==> src/rtl/pipe_stage_hs_pkg.sv <==
// Shared pipeline definitions: occupancy encodings, skid mode selectors,
// the stage state type and the payload widths of the per-stage bundles.
package pipe_stage_hs_pkg;

    localparam logic [1:0] OCC_EMPTY = 2'd0;
    localparam logic [1:0] OCC_ONE   = 2'd1;
    localparam logic [1:0] OCC_TWO   = 2'd2;

    localparam bit SKID_OFF = 1'b0;
    localparam bit SKID_ON  = 1'b1;

    // Encoding matches the occupancy value so the two can be compared directly.
    typedef enum logic [1:0] {
        ST_EMPTY = 2'd0,
        ST_ONE   = 2'd1,
        ST_TWO   = 2'd2
    } stage_state_t;

    // Per-stage bundle widths (control + data fields concatenated).
    localparam int IF_ID_W  = 32 + 32;
    localparam int ID_EX_W  = 32 + 32 + 32 + 5 + 8;
    localparam int EX_MEM_W = 32 + 32 + 5 + 4;
    localparam int MEM_WB_W = 32 + 32 + 32 + 32 + 2;

    function automatic logic [1:0] occ_of(input stage_state_t s);
        case (s)
            ST_ONE:  return OCC_ONE;
            ST_TWO:  return OCC_TWO;
            default: return OCC_EMPTY;
        endcase
    endfunction

endpackage

==> src/rtl/pipe_stage_hs_sat_counter.sv <==
// Saturating up-counter; holds at all-ones instead of wrapping.
module sat_counter #(
    parameter int CNT_W = 16
) (
    input  logic             clk,
    input  logic             reset,
    input  logic             inc,
    output logic [CNT_W-1:0] count
);

    // Count increment requests, stopping at the maximum value.
    always_ff @(posedge clk or posedge reset) begin
        if (reset) begin
            count <= '0;
        end else if (inc && (count != {CNT_W{1'b1}})) begin
            count <= count + CNT_W'(1);
        end
    end

endmodule

==> src/rtl/pipe_stage_hs.sv <==
// Handshaked pipeline-stage register with optional two-entry skid buffer,
// synchronous flush and a saturating back-pressure cycle counter.
//
// state    | meaning
// ---------+------------------------------------------
// ST_EMPTY | nothing held
// ST_ONE   | main entry valid
// ST_TWO   | main and skid entries valid (SKID=1 only)
module pipe_stage_hs
    import pipe_stage_hs_pkg::*;
#(
    parameter int DATA_W = 32,
    parameter bit SKID   = SKID_ON,
    parameter int CNT_W  = 16
) (
    input  logic              clk,
    input  logic              reset,
    input  logic              flush,
    input  logic              in_valid,
    output logic              in_ready,
    input  logic [DATA_W-1:0] in_data,
    output logic              out_valid,
    input  logic              out_ready,
    output logic [DATA_W-1:0] out_data,
    output logic [1:0]        occupancy,
    output logic [CNT_W-1:0]  stall_cnt
);

    stage_state_t      state;
    logic [DATA_W-1:0] main_data;
    logic              push;
    logic              pop;

    // Flush masks both handshakes in the same cycle it is raised.
    assign out_valid = (state != ST_EMPTY) && !flush;
    assign out_data  = main_data;
    assign push      = in_valid && in_ready;
    assign pop       = out_valid && out_ready;
    assign occupancy = occ_of(state);

    generate
        if (SKID) begin : g_skid
            logic [DATA_W-1:0] skid_data;
            logic              rdy_q;

            // rdy_q tracks "not full" as a flop so in_ready has no path from out_ready.
            assign in_ready = rdy_q && !flush;

            // Two-entry FSM: the skid slot absorbs the beat accepted while the head stalls.
            always_ff @(posedge clk or posedge reset) begin
                if (reset) begin
                    state     <= ST_EMPTY;
                    rdy_q     <= 1'b1;
                    main_data <= '0;
                    skid_data <= '0;
                end else if (flush) begin
                    state <= ST_EMPTY;
                    rdy_q <= 1'b1;
                end else begin
                    case (state)
                        ST_EMPTY: begin
                            if (push) begin
                                main_data <= in_data;
                                state     <= ST_ONE;
                            end
                        end
                        ST_ONE: begin
                            if (push && pop) begin
                                main_data <= in_data;
                            end else if (push) begin
                                skid_data <= in_data;
                                state     <= ST_TWO;
                                rdy_q     <= 1'b0;
                            end else if (pop) begin
                                state <= ST_EMPTY;
                            end
                        end
                        ST_TWO: begin
                            if (pop) begin
                                main_data <= skid_data;
                                state     <= ST_ONE;
                                rdy_q     <= 1'b1;
                            end
                        end
                        default: begin
                            state <= ST_EMPTY;
                            rdy_q <= 1'b1;
                        end
                    endcase
                end
            end
        end else begin : g_single
            // Accept when empty, or when the held beat leaves this same cycle.
            assign in_ready = !flush && ((state == ST_EMPTY) || out_ready);

            // Single register: a push always replaces the head, a lone pop empties it.
            always_ff @(posedge clk or posedge reset) begin
                if (reset) begin
                    state     <= ST_EMPTY;
                    main_data <= '0;
                end else if (flush) begin
                    state <= ST_EMPTY;
                end else if (push) begin
                    main_data <= in_data;
                    state     <= ST_ONE;
                end else if (pop) begin
                    state <= ST_EMPTY;
                end
            end
        end
    endgenerate

    sat_counter #(
        .CNT_W(CNT_W)
    ) u_stall (
        .clk   (clk),
        .reset (reset),
        .inc   (out_valid && !out_ready),
        .count (stall_cnt)
    );

endmodule

==> config.mk <==
export PLATFORM = sky130hd
export DESIGN_NAME = pipe_stage_hs
export DESIGN_NICKNAME = d
export VERILOG_FILES = /design/src/rtl/pipe_stage_hs_pkg.sv /design/src/rtl/pipe_stage_hs_sat_counter.sv /design/src/rtl/pipe_stage_hs.sv
export SDC_FILE = /design/constraint.sdc
export NUM_CORES = 1
export LEC_CHECK = 0
export CORE_UTILIZATION = 54
export DETAILED_ROUTE_END_ITERATION = 10
export PLACE_DENSITY = 0.93
export SLEW_MARGIN = 40
export SYNTH_ARGS = -nofsm -noshare
export SYNTH_HDL_FRONTEND = slang
export SYNTH_HIERARCHICAL = 1
export SYNTH_SLANG_ARGS = --single-unit
==> constraint.sdc <==
create_clock -name clk -period 3.83 [get_ports clk]
set_input_delay 0.383 -clock clk [delete_from_list [all_inputs] [get_ports clk]]
set_output_delay 0.383 -clock clk [all_outputs]
set_load 0.005 [all_outputs]
## After elaboration in Yosys (flattened, before gate mapping)

Index checks and enable logic that the tools add are counted.

| storage, ports and cells | value |
|---|---|
| memories | 0 |
| latch bits | 0 |
| RAM bits | 0 |
| output and inout bits | 52 |
| input bits | 37 |
| bits in registers | 83 |
| memory bits (read-only) | 0 |

| operators by class | value |
|---|---|
| bitwise gates (word level) | 2 |
| $lt $le $gt $ge | 0 |
| $add $sub $neg | 1 |
| shift-type cells | 0 |
| reductions and logical operators | 16 |
| multiply operators | 0 |
| divide/modulo/power cells | 0 |
| eq/ne operators | 12 |
| mux-type cells | 17 |

Operators by type and width:

| kind | count |
|---|---|
| $mux W32 | 3 |
| $pmux W32 S3 | 1 |
| $add A16 B1 Y16 const B | 1 |
| $ne A16 B16 Y1 const B | 1 |
| $mux W2 | 6 |
| $ne A3 B3 Y1 const B | 4 |
| $reduce_and A4 Y1 | 3 |
| $ne A2 B2 Y1 const B | 4 |
| $logic_and A1 B1 Y1 | 7 |
| $pmux W2 S3 | 1 |
| $reduce_and A5 Y1 | 1 |
| $mux W1 | 4 |
| $ne A4 B4 Y1 const B | 1 |
| $pmux W2 S2 | 1 |
| $pmux W1 S3 | 1 |
| $reduce_bool A3 Y1 | 1 |
| $eq A2 B1 Y1 const B | 1 |
| $eq A2 B2 Y1 const B | 1 |
| $logic_not A1 Y1 | 2 |
| $logic_not A2 Y1 | 1 |
| $not A1 Y1 | 2 |
| $reduce_bool A2 Y1 | 1 |

## Longest topological paths before layout

| depth | value |
|---|---|
| word-level depth | 8 |
| depth in mapped cells | 6 |
| depth with buffers taken out | 6 |

## Hierarchy

Netlist, hierarchy kept.

By module, submodules not included:

| module | cells each | instances | sequential area each (µm²) | area an instance (µm²) |
|---|---|---|---|---|
| pipe_stage_hs | 232 | 1 | 1677.9 | 3016.6 |
| sat_counter | 71 | 1 | 400.4 | 805.8 |

## Least setup slack after synthesis

OpenSTA, ideal clock, no wires.

| timing path | value |
|---|---|
| path kind | input -> register |
| start | in flush |
| end | reg u_stall.count[14] |
| arrival | 1.804 ns |
| setup slack | 1.902 ns |
| stages | 6 |
| required time | 3.705 ns |
| library setup time | 0.125 ns |
| cells stage by stage | clkbuf_1 -> nor3_1 -> and4_1 -> nand3_1 -> nor2_1 -> mux2_2 |

| on the way | value |
|---|---|
| longest elaborated chain between the ends | 4 |

RTL lines:

| what | RTL line | RTL |
|---|---|---|
| start, declared | pipe_stage_hs.sv:18 | `input logic flush,` |
| $logic_not A1 Y1 | pipe_stage_hs.sv:35 | `assign out_valid = (state != ST_EMPTY) && !flush;` |
| $logic_and A1 B1 Y1 | pipe_stage_hs.sv:35 |  |
| $logic_and A1 B1 Y1 | pipe_stage_hs.sv:118 | `.inc (out_valid && !out_ready),` |
| $logic_and A1 B1 Y1 | pipe_stage_hs_sat_counter.sv:15 | `end else if (inc && (count != {CNT_W{1'b1}})) begin` |
| end signal, assigned | pipe_stage_hs_sat_counter.sv:16 | `count <= count + CNT_W'(1);` |
| end, declared | pipe_stage_hs_sat_counter.sv:8 | `output logic [CNT_W-1:0] count` |

Every way passes these cells.
A chain may end at the register's enable or synchronous reset.

## Worst setup path after layout

Same ends and word-level chain as after synthesis.

==> results by group <==
Run status
  – Run status: finished, final reports clean

Floorplanning
  – Initial core utilization: 0.560
  – Floorplan row count: 30
  – Die height: around 86 um
  – Core ar.: just under 7000 um2
  – Die Wd: ~86 um
  – IO Pins: 89
  – Die footprint: around 7400 um2

Route
  – DRC: 0
  – Routed Antenna Nets: 0
  – Drt pass-1 iters: 4
  – Routed wire length: about 7.6 mm
  – Drt wl/cell: ~15 um
  – Vias/cell: between 5 and 6
  – Initial DRC Count: 132
  – Vias post-DR: around 2600

Logic synthesis
  – Post-synth EDFFs: 0
  – Post-synth ARST share: 1.00
  – Distinct cells, synth: 43
  – Flops & latches, synth: just over 80
  – Post-synthesis sequential area ratio: 0.544
  – Synth Instances: slightly above 300
  – Yosys warns: 6
  – Syn avg cell area: about 13 um2
  – Net Count, Synth: 341
  – Post-synthesis cell area: between 3000 and 4000 um2
  – Main synth FF type: dfrtp_1

CTS
  – Postcts setup bufs: 0
  – Maximum clock path buffer count: 2
  – Quantity of gates resized following cts: 0
  – Root Driver: clkbuf_8
  – Clock latency on the worst-skew pair: approximately 0.35 ns
  – Clock tree sinks: 83
  – Clock-pin slew on the worst setup and hold paths: ~0.08 ns
  – CTS Buf Count: 9
  – CTS tree: done
  – H-tree depth: 3
  – CTS Hold Bufs: 0

Critical path
  – Startpoint types: input port
  – Crit Path Max Fanout: 9
  – Critical R2R Launch: state[1]
  – Reg2reg end: u_stall/count[14]
  – Reg-to-reg slack, setup: between 1.5 and 2 ns
  – CP endpoint kind: flop
  – WP data required: 4.06 ns
  – Arr. time, crit path: ~2.6 ns
  – Worst R2R Path Depth: 6
  – Crit Path Class: in -> reg

Timing
  – RSZ-0062 raised after global routing: false
  – Worst setup margin: roughly 1.5 ns
  – Worst-case clock skew: around 0.013 ns
  – # setup viols final: 0
  – Final Cycle Share: 0.613
  – Fmax: around 0.43 GHz
  – Max-slew headroom: 0.555
  – Slew Limit Fails: 0
  – Fin. Hold Viols: 0
  – Worst-Margin Slew: around 0.66 ns
  – Setup TNS: 0 ns
  – Min Tclk post-route: between 2 and 2.5 ns

Place
  – I/O Buffers: 88
  – Worst slack, placed: about 1.2 ns
  – GP Congestion: around 0.8
  – Dpl hpwl: around 5.3 mm

Power
  – Pwr dens: 471 nW/um2
  – Sw Pwr: 614 uW
  – Total power: around 2.3 mW
  – Leakage power: approximately 2.3 nW
  – Gate power share: 0.241
  – Worst vdd ir: between 0.2 and 0.25 mV
  – Switching Fraction: 0.265
  – Clock Power Share: 0.239
  – Seq pwr share: 0.519
  – Internal: roughly 1.7 mW

Global routing
  – Gr usage total: 0.222
  – First-pass GRT wire length: between 10 and 15 mm
  – Initial antenna violation count: 0
  – Vias in the first global route: roughly 2500
  – Largest net degree at the start of global routing: 52
  – GRT overflow: 0

Min path
  – Beginning of the worst hold path: out_data[16]
  – HP Class: reg -> reg
  – Hold Crit Depth: 2
  – Hold EP: out_data[16]

Final layout
  – Synthesis-to-finish area growth: 28.8%
  – # diodes: 0
  – Final #Nets: 429
  – Layout cell share with drive strength beyond 1: 0.164
  – Post-layout util: 0.721

Flow run
  – Maxcap violations: 0
==> state kept, by name, summed over array words and instances (netlist names) <==
| signal | count |
|---|---|
| g_skid.skid_data | 32 |
| out_data | 32 |
| g_skid.rdy_q | 1 |
| state | 2 |
| u_stall/count | 16 |
==> critical path, stage by stage <==
cell             delay [ns]
clkdlybuf4s50_1        0.55
nor3_1                 0.62
and4_1                 0.38
nand3_1                0.15
nor2_1                 0.14
mux2_2                 0.34
==> per-layer routing <==
metal  GRT usage  vias up  part of all wire
met5           0        -                 0
met4       0.105        0             0.017
met3      0.0423       10             0.044
met2       0.341       58              0.48
met1       0.305     1254              0.46
li1            -     1237                 -
==> kinds of logic (layout without fill, tap and decap cells) <==
group | after synthesis | after routing | synth area share
compound gates | 40 | 40 | 0.0589
fa+ha+maj | 1 | 1 | 0.00327
mux | 67 | 67 | 0.215
xor+xnor | 12 | 12 | 0.0275
buf+inv | 18 | 111 | 0.0337
simple gates | 82 | 82 | 0.118
flops | 83 | 83 | 0.544
==> cell usage after synthesis (4+ instances only) <==
| library cell | count | share of area |
|---|---|---|
| and3_1 | 4 | 0.0065 |
| buf_2 | 4 | 0.0052 |
| clkbuf_1 | 5 | 0.0049 |
| dfrtp_1 | 82 | 0.54 |
| mux2_2 | 5 | 0.015 |
| mux2_4 | 29 | 0.11 |
| mux2i_1 | 33 | 0.086 |
| nand2_1 | 39 | 0.038 |
| nand3_1 | 7 | 0.0092 |
| nand4_1 | 5 | 0.0082 |
| nor2_1 | 8 | 0.0079 |
| o21ai_0 | 31 | 0.041 |
| xnor2_1 | 12 | 0.027 |
==> stage by stage <==
step | instance area [um2] | hold WS [ns] | cells
after floorplan | 3820 | 0.297 | 303
after global placement | 4750 | 0.460 | 476
after detailed placement | 4750 | 0.471 | 476
after CTS | 4920 | 0.487 | 492
after global routing | 4920 | 0.499 | 492
final | 4920 | 0.481 | 492
==> final cells by class <==
cell class	instances	area, um2
well taps	96	120
clock inverters	4	26.3
repair buffers	92	911
inverters	3	13.8
fillers	503	1910
clock buffers	12	145
multi-input cells	202	1630
flip-flops and latches	83	2080
==> worst max-delay path by stage <==
stage / startpoint / to / slack, ns / cells after the start
floorplan: reset / g_skid.skid_data[0] / 1.77 / 1
global placement: in_valid / g_skid.skid_data[6] / 1.09 / 4
detailed placement: flush / u_stall/count[14] / 1.15 / 6
CTS: flush / u_stall/count[14] / 1.50 / 6
global route: flush / u_stall/count[14] / 1.33 / 6
finish: flush / u_stall/count[14] / 1.48 / 6
==> power by group through the flow <==
stage	logic (mW)	registers [mW]	clock network, mW
4_1_cts	0.568	1.20	0.564
6_report	0.560	1.20	0.555
2_1_floorplan	0.287	1.19	0
3_3_place_gp	0.539	1.21	0
3_5_place_dp	0.568	1.21	0
5_1_grt	0.610	1.23	0.602
==> cell usage in the layout, fill, tap and decap left out, types with 3 or more instances in the layout <==
cell type        instances
mux2i_1                 33
nor2_1                   8
nand4_1                  5
buf_4                    4
dfrtp_1                 82
and3_1                   4
xnor2_1                 12
o21ai_0                 31
and4_1                   3
clkdlybuf4s50_1         88
mux2_4                  29
mux2_2                   5
clkbuf_8                10
nand3_1                  7
nand2_1                 39
Power figures use the tool's default switching activity.
